==> src/rtl/nib_rr_arbiter.sv <==
// Shared-bus NIB arbiter: round-robin grant with bounded burst, address-field
// slave decode with error reporting, and one-cycle registered response routing.
module nib_rr_arbiter #(
  parameter int              NUM_MASTERS = 4,
  parameter int              NUM_SLAVES  = 3,
  parameter int              AW          = 32,
  parameter int              DW          = 32,
  parameter int              SEL_LSB     = 12,
  parameter int              SEL_W       = 2,
  parameter int              MAX_BURST   = 4,
  parameter logic [DW-1:0]   ERR_DATA    = 32'hDEAD_BEEF
) (
  input  logic                                clk,
  input  logic                                rstn,
  input  logic [NUM_MASTERS-1:0]              m_req_i,
  input  logic [NUM_MASTERS-1:0][AW-1:0]      m_addr_i,
  input  logic [NUM_MASTERS-1:0]              m_we_i,
  input  logic [NUM_MASTERS-1:0][DW-1:0]      m_wdata_i,
  output logic [NUM_MASTERS-1:0]              m_hold_o,
  output logic [NUM_MASTERS-1:0][DW-1:0]      m_rd_data_o,
  output logic [NUM_MASTERS-1:0]              m_rd_valid_o,
  output logic [NUM_MASTERS-1:0]              m_err_o,
  output logic [NUM_SLAVES-1:0]               s_req_o,
  output logic [AW-1:0]                       s_addr_o,
  output logic [NUM_SLAVES-1:0]               s_we_o,
  output logic [DW-1:0]                       s_wdata_o,
  input  logic [NUM_SLAVES-1:0][DW-1:0]       s_rd_data_i
);

  localparam int MW = $clog2(NUM_MASTERS);
  localparam int CW = (MAX_BURST > 1) ? $clog2(MAX_BURST) : 1;
  localparam logic [CW-1:0] CNT_MAX = CW'(MAX_BURST - 1);

  typedef enum logic {IDLE, OWNED} state_t;

  state_t            state_q, state_next;
  logic [MW-1:0]     owner_q, owner_next;
  logic [MW-1:0]     rr_ptr_q, rr_ptr_next;
  logic [CW-1:0]     burst_cnt_q, burst_cnt_next;

  logic              rsp_valid_q;
  logic [MW-1:0]     rsp_master_q;
  logic [SEL_W-1:0]  rsp_slave_q;
  logic              rsp_err_q;

  logic [NUM_MASTERS-1:0] owner_mask;
  logic              keep_owner;
  logic              grant_valid;
  logic [MW-1:0]     grant_idx;
  logic              scan_found;
  int                scan_idx;
  logic [SEL_W-1:0]  sel;
  logic              sel_hit;
  logic [DW-1:0]     slave_rd_data;
  logic [DW-1:0]     rsp_data;

  // One-hot mask of the current owner (empty when idle)
  always_comb begin
    owner_mask = '0;
    if (state_q == OWNED) owner_mask[owner_q] = 1'b1;
  end

  // The owner keeps the bus while it still requests, unless its burst is used
  // up and someone else is waiting. Nothing is granted while in reset.
  assign keep_owner = rstn && (state_q == OWNED) && (|(m_req_i & owner_mask)) &&
                      ((burst_cnt_q < CNT_MAX) || !(|(m_req_i & ~owner_mask)));

  // Grant: keep owner, else first requester scanning from rr_ptr_q with wrap
  always_comb begin
    grant_valid = 1'b0;
    grant_idx   = '0;
    scan_found  = 1'b0;
    scan_idx    = 0;
    if (keep_owner) begin
      grant_valid = 1'b1;
      grant_idx   = owner_q;
    end else if (rstn) begin
      for (int k = 0; k < NUM_MASTERS; k++) begin
        scan_idx = int'(rr_ptr_q) + k;
        if (scan_idx >= NUM_MASTERS) scan_idx = scan_idx - NUM_MASTERS;
        if (!scan_found && m_req_i[scan_idx]) begin
          scan_found  = 1'b1;
          grant_valid = 1'b1;
          grant_idx   = MW'(scan_idx);
        end
      end
    end
  end

  // FSM next state: ownership, round-robin pointer and burst length
  always_comb begin
    state_next     = IDLE;
    owner_next     = '0;
    rr_ptr_next    = rr_ptr_q;
    burst_cnt_next = '0;
    if (grant_valid) begin
      state_next  = OWNED;
      owner_next  = grant_idx;
      rr_ptr_next = (grant_idx == MW'(NUM_MASTERS - 1)) ? '0 : grant_idx + 1'b1;
      if ((state_q == OWNED) && (grant_idx == owner_q))
        burst_cnt_next = (burst_cnt_q == CNT_MAX) ? CNT_MAX : burst_cnt_q + 1'b1;
    end
  end

  // State and response registers; a reset drops any pending response
  always_ff @(posedge clk or negedge rstn) begin
    if (!rstn) begin
      state_q      <= IDLE;
      owner_q      <= '0;
      rr_ptr_q     <= '0;
      burst_cnt_q  <= '0;
      rsp_valid_q  <= 1'b0;
      rsp_master_q <= '0;
      rsp_slave_q  <= '0;
      rsp_err_q    <= 1'b0;
    end else begin
      state_q     <= state_next;
      owner_q     <= owner_next;
      rr_ptr_q    <= rr_ptr_next;
      burst_cnt_q <= burst_cnt_next;
      rsp_valid_q <= grant_valid;
      if (grant_valid) begin
        rsp_master_q <= grant_idx;
        rsp_slave_q  <= sel;
        rsp_err_q    <= !sel_hit;
      end
    end
  end

  // Slave decode from the granted master's address field
  assign sel       = m_addr_i[grant_idx][SEL_LSB +: SEL_W];
  assign sel_hit   = grant_valid && (int'(sel) < NUM_SLAVES);
  assign s_addr_o  = grant_valid ? m_addr_i[grant_idx]  : '0;
  assign s_wdata_o = grant_valid ? m_wdata_i[grant_idx] : '0;

  genvar gi;
  generate
    for (gi = 0; gi < NUM_SLAVES; gi++) begin : g_slave
      assign s_req_o[gi] = sel_hit && (sel == SEL_W'(gi));
      assign s_we_o[gi]  = s_req_o[gi] && m_we_i[grant_idx];
    end
  endgenerate

  // Read-data mux driven only by registered routing state
  always_comb begin
    slave_rd_data = '0;
    for (int s = 0; s < NUM_SLAVES; s++)
      if (rsp_slave_q == SEL_W'(s)) slave_rd_data = s_rd_data_i[s];
  end

  assign rsp_data = rsp_err_q ? ERR_DATA : slave_rd_data;

  generate
    for (gi = 0; gi < NUM_MASTERS; gi++) begin : g_master
      assign m_hold_o[gi]     = rstn && m_req_i[gi] && !(grant_valid && (grant_idx == MW'(gi)));
      assign m_rd_valid_o[gi] = rsp_valid_q && (rsp_master_q == MW'(gi));
      assign m_err_o[gi]      = m_rd_valid_o[gi] && rsp_err_q;
      assign m_rd_data_o[gi]  = m_rd_valid_o[gi] ? rsp_data : '0;
    end
  endgenerate

endmodule

==> config.mk <==
export PLATFORM = sky130hd
export DESIGN_NAME = nib_rr_arbiter
export DESIGN_NICKNAME = d
export VERILOG_FILES = /design/src/rtl/nib_rr_arbiter.sv
export SDC_FILE = /design/constraint.sdc
export NUM_CORES = 1
export LEC_CHECK = 0
export ABC_AREA = 1
export ABC_CLOCK_PERIOD_IN_PS = 2400
export BUFFER_PORTS_ARGS = -buffer_cell sky130_fd_sc_hd__buf_2
export CAP_MARGIN = 20
export CORE_AREA = 2 2 224 226
export DETAILED_ROUTE_END_ITERATION = 8
export DIE_AREA = 0 0 226 228
export HOLD_SLACK_MARGIN = 0.1
export PLACE_DENSITY = 0.41
export SYNTH_ARGS = -nofsm -noshare
export SYNTH_HDL_FRONTEND = slang
export SYNTH_SLANG_ARGS = --single-unit
==> constraint.sdc <==
create_clock -name clk -period 2.4 [get_ports clk]
set_clock_uncertainty 0.05 [all_clocks]
set_input_delay 0.12 -clock clk [delete_from_list [all_inputs] [get_ports clk]]
set_output_delay 0.12 -clock clk [all_outputs]
set_load 0.01 [all_outputs]
# Yosys cells after proc, flatten, opt, wreduce, memory -nomap -nowiden
# Cells that the tools add are included.
# Widths: inputs -> output; s select.
totals:
  register_bits: 13
  latch_bits: 0
  ram_bits: 0
  rom_bits: 0
  inputBits: 362
  output_inout_bits: 210
  elab_cells: 165
  mem_count: 0
classes:
  n_addsub: 9
  multipliers: 0
  div_mod_pow: 0
  n_lt_le_gt_ge: 13
  n_eq_ne: 12
  n_shift: 0
  n_mux: 69
  bitwise: 3
  n_reduce_logical: 51
ops:
  columns: ["op", "n"]
  rows:
  - ["$mux 32", 24]
  - ["$bmux 32 s2", 2]
  - ["$lt 32x4->1 const B", 4]
  - ["$logic_and 1x1->1", 35]
  - ["$mux 1", 25]
  - ["$mux 2", 11]
  - ["$eq 2x2->1 const B", 7]
  - ["$sub 3x3->4 const B", 3]
  - ["$bmux 1 s2", 5]
  - ["$ge 3x3->1 const B", 3]
  - ["$logic_not 1->1", 9]
  - ["$and 4x4->4", 2]
  - ["$eq 2x1->1 const B", 4]
  - ["$logic_not 2->1", 4]
  - ["$reduce_or 4->1", 2]
  - ["$add 2x2->3 const B", 2]
  - ["$lt 2x3->1 const B", 2]
  - ["$add 2x1->2 const B", 2]
  - ["$lt 2x2->1 const B", 2]
  - ["$mux 4", 1]
  - ["$not 4->4", 1]
  - ["$sub 2x3->4 const B", 1]
  - ["$add 2x1->3 const B", 1]
  - ["$ge 2x3->1 const B", 1]
  - ["other kinds (4)", 4]

# Longest topological paths before layout
depth:
  depth_word: 39
  ltp_mapped: 18
  ltp_nobuf: 16

# Least setup slack after synthesis
# No wires, ideal clock.
synth_path:
  path_kind: "register to register"
  start: "reg rr_ptr_q[0]"
  end: "reg rr_ptr_q[1]"
  setup_time_ns: 0.132
  arrival_ns: 1.959
  required_time_ns: 2.218
  setup_slack_ns: 0.259
  path_stages_with_launch: 17
  path_buffers: 3
  period_less_slack_ns: 2.141
  path_cell_list: "dfrtp_1 -> buf_6 -> inv_6 -> nand2_1 -> nand3_1 -> nand2_1 -> nor2_4 -> nand3_2 -> nand2_4 -> nor2_8 -> nand2_4 -> buf_6 -> buf_4 -> inv_1 -> ha_1 -> nand2_1 -> o21ai_0"
synth_via:
  elab_chain_len: 27
  elab_cells_between_ends: 64
  classes_between: "8 x add/sub; 4 x order compare; 1 x eq/ne; 45 x mux; 6 x reduce/logical"
synth_rtl:
  columns: ["element", "line_no", "text"]
  rows:
  - ["from (decl)", "38", "logic [MW-1:0] rr_ptr_q, rr_ptr_next;"]
  - ["from (signal assigned)", "119", "rr_ptr_q <= rr_ptr_next;"]
  - ["$sub 2x3->4 or $ge 2x3->1 (tied branches)", "80", "if (scan_idx >= NUM_MASTERS) scan_idx = scan_idx - NUM_MASTERS;"]
  - ["$mux 32", "80", null]
  - ["$mux 32", "77", "end else if (rstn) begin"]
  - ["$mux 32", "74", "if (keep_owner) begin"]
  - ["$bmux 1 s2", "81", "if (!scan_found && m_req_i[scan_idx]) begin"]
  - ["$mux 1 (not written as such) (2 in a row)", "81", null]
  - ["$mux 1", "81", null]
  - ["$mux 1", "77", null]
  - ["[... 11 more ...]", null, null]
  - ["$logic_not 1->1", "81", null]
  - ["$logic_and 1x1->1", "81", null]
  - ["$mux 2 *", "81", null]
  - ["$mux 2 *", "77", null]
  - ["$mux 2 *", "74", null]
  - ["net grant_idx[0]", "49", "logic [MW-1:0] grant_idx;"]
  - ["$add 2x1->2 or $eq 2x2->1 (tied branches)", "99", "rr_ptr_next = (grant_idx == MW'(NUM_MASTERS - 1)) ? '0 : grant_idx + 1'b1;"]
  - ["$mux 2 *", "99", null]
# Mark *: on every way through the listed nets, which the timed path passes. The rest lies on a longest branch. The select of a mux whose other input is x is not followed.
# A chain may end at the register's enable or synchronous reset.

# Worst setup path after layout
layout_path:
  start: "reg rr_ptr_q[0]"
  end: "out s_addr_o[29]"
layout_via:
  elab_chain_len: 28
  elab_cells_between_ends: 64
  classes_between: "7 x add/sub; 4 x order compare; 47 x mux; 6 x reduce/logical"
layout_rtl:
  columns: ["element", "line_no", "text"]
  rows:
  - ["$sub 2x3->4 or $ge 2x3->1 (tied branches)", "80", null]
  - ["$mux 32", "80", null]
  - ["$mux 32", "77", null]
  - ["$mux 32", "74", null]
  - ["$bmux 1 s2", "81", null]
  - ["$mux 1 (not written as such) (2 in a row)", "81", null]
  - ["$mux 1", "81", null]
  - ["$mux 1", "77", null]
  - ["[... 11 more ...]", null, null]
  - ["$logic_not 1->1", "81", null]
  - ["$logic_and 1x1->1", "81", null]
  - ["$mux 2", "81", null]
  - ["$mux 2", "77", null]
  - ["$mux 2", "74", null]
  - ["$bmux 32 s2", "133", "assign s_addr_o = grant_valid ? m_addr_i[grant_idx] : '0;"]
  - ["$mux 32 (not written as such)", "133", null]
  - ["$mux 32 *", "133", null]
  - ["to (decl)", "24", "output logic [AW-1:0] s_addr_o,"]
# Mark *: on every way between the ends. The rest lies on a longest branch, timed or not. The select of a mux whose other input is x is not followed.

==> key figures <==
Outcome
  • Status: finished, violations left
  • Failing checks: negative setup slack

Floorplan
  • Core box area: 49300 um2
  • Die Y-Extent: 228 um
  • Row count: 82
  • IO Pins: 572
  • Starting Density: 0.0983
  • DIE AREA: 51500 um2
  • Horiz. Die Dim: 226 um

Global route
  • GR Util All Layers: 0.126
  • Pin count of the biggest net entering global routing: 54
  • Initial antenna violation count: 7
  • First-pass GRT wire length: 50.0 mm
  • Vias in the first global route: 8565
  • Grt ovf: 0

Layout
  • Commonest non-fill, non-tap cell in the layout: buf_2
  • Share of post-route cells with drive strength above 1: 0.496
  • Area growth, synth to finish: 107%
  • Fill count: 5651
  • Commonest cells after routing, fill and taps aside: buf_2 (565), nand2_1 (354), nor2_1 (140)
  • Fin nets: 1951

CTS
  • Clock buffer depth: 2
  • CTS tree: yes
  • CTS root buffer: clkbuf_16
  • Inserted Clock Buffers: 3
  • Worst skew pair latency: 0.24 ns
  • Reg clk slew, reported paths: 0.04 ns
  • H-tree depth: 1
  • Sink Count: 12

Pwr
  • Leakage power: 5.59 nW
  • Max IR drop VDD: 0.000414 V
  • P per Cell Area: 1250 nW/um2

STA
  • RSZ-0062 raised after global routing: true
  • Worst-margin pin slew: 0.633 ns
  • Final worst setup slack: -0.325 ns
  • Final Max Slew Viols: 0
  • Final period util: 1.14
  • Setup violators final: 74
  • Final min period: 2.72 ns
  • Hold Vio Cnt, Final: 0
  • Achievable Freq: 367 MHz
  • Hold WS: 0.440 ns
  • Rel. slew slack: 0.577

Setup path
  • CP required: 2.23 ns
  • CP arrival: 2.55 ns
  • Max FO, Critical Path: 29
  • Startpoint class of the critical path: flip-flop
  • Reg2reg start: rr_ptr_q[0]$_DFFE_PN0P_
  • Setup crit end kind: output port
  • Critical path startpoint: rr_ptr_q[0]$_DFFE_PN0P_
  • Critical path class: reg -> out

Detailed routing
  • Via count: 8939
  • Total Routed Length: 35.2 mm
  • Drt first pass iters: 5
  • Drt initial violations: 340
  • Wirelength per Cell: 15.6 um
  • Drt drc: 0
  • Via density: 3.96
  • Final ANT Viol Nets: 0

Logic synthesis
  • Synthesized flop and latch total: 12
  • Top cell type's share of synthesized area: 0.296
  • Register area share after synthesis: 0.0619
  • Synth warn: 0
  • Mapped cell area: 4850 um2
  • Post-synth cell types: 35
  • Syn nets: 1343
  • Syn Inst Count: 977
  • Mean post-synth cell area: 4.97 um2
  • Synth area leader: nand2_1
  • Top post-synthesis cells by area: nand2_1 (30%), nor2_1 (11%), o211ai_1 (9.6%), or2_0 (7.5%), nand3_1 (7.2%)

Place
  • DP Worst Slack: -0.338 ns
  • I/O Buffers: 571
  • DP Wirelength: 29.0 mm
  • Gpl congestion: 0.888

Hold path
  • Min-delay src: rsp_err_q$_DFFE_PN0P_
  • Hold Path Class: reg -> reg

Run
  • Max_cap viols: 0
## path summary, 6_finish.rpt
check	depth (start not counted)	slack, ns	end
worst max-delay path	15	-0.32	s_addr_o[29]
worst min-delay path	2	0.44	rsp_err_q$_DFFE_PN0P_
worst max register to register	15	0.12	rr_ptr_q[1]$_DFFE_PN0P_
worst min register to register	2	0.44	rsp_err_q$_DFFE_PN0P_
max in group asynchronous	3	1.26	rr_ptr_q[1]$_DFFE_PN0P_
min in group asynchronous	3	0.60	owner_q[0]$_DFF_PN0_
## kinds of logic after synthesis
kind of cell,synth area share
compound gates,0.222
fa+ha+maj,0.0103
buf+inv,0.119
flops,0.0619
simple gates,0.587
## sequential cells by signal, summed over array words and instances, names as in the netlist
name          count
rsp_valid_q       1
owner_q           2
rsp_err_q         1
rr_ptr_q          2
burst_cnt_q       2
rsp_master_q      2
rsp_slave_q       2
## metal layers
metal  wire length, um  global-route usage  up-vias
met5                66                   0        -
met4               741              0.0277       10
met3              2380              0.0179       47
met2             18500               0.250      425
met1             13600               0.137     4066
li1                  -                   -     4391
## power breakdown
part | leakage [nW] | switching [mW] | internal, mW
clock network | 0.0442 | 0.0931 | 0.252
registers | 0.151 | 0.0996 | 0.282
logic | 5.40 | 6.63 | 5.15
total | 5.59 | 6.83 | 5.69
## worst max-delay path, stage by stage (launching register included)
cell and delay, ns:
dfrtp_1 0.39, buf_12 0.15, inv_8 0.07, nand2_1 0.06, nand2_2 0.10, nand2_1 0.07
o21ai_2 0.07, nand3b_1 0.14, nand3_2 0.10, buf_6 0.13, a21oi_4 0.21, buf_12 0.24
buf_8 0.15, nand2_1 0.08, a21oi_1 0.16, buf_2 0.15
## timing repair
item / in CTS / in global routing
endpoints found under the setup margin: 75 / 125
hold buffers: 1 / 0
endpoints found under the hold margin: 12 / 0
pin swaps: 17 / 11
setup buffers: 12 / 0
cloned: 6 / 3
gates resized for setup: 87 / 41
## layout make-up
class	instances	area (um2)	share of cell area
Sequential cell	12	302	0.0300
Inverter	43	188	0.0187
Tap cell	672	841	0.0837
Timing Repair Buffer	683	4330	0.431
Antenna cell	1	2.50	0.000249
Clock buffer	4	88.8	0.00884
Multi-Input combinational cell	842	4300	0.428
## synth_stat cells (all sizes together)
cell	instances
a221oi	24
nand3	72
inv	40
clkinv	3
o21ai	8
a21oi	68
ha	4
nor3	4
dfrtp	12
o211ai	62
nand2	386
buf	38
o21bai	1
clkbuf	42
nor2	150
nand3b	1
or2	62
## through the flow
stage | cells | cell area [um2] | setup TNS, ns | util | power, mW
after global placement | 2230 | 9100 | -10.28 | 0.184 | 10.5
after floorplan | 977 | 4850 | 0 | - | 5.83
after CTS | 2253 | 9820 | -18.89 | 0.199 | 12.3
final | 2257 | 10000 | -18.62 | 0.204 | 12.5
after global routing | 2257 | 10000 | -32.93 | 0.204 | 13.6
after detailed placement | 2230 | 9100 | -10.85 | 0.184 | 10.5
Power figures use the tool's default switching activity.
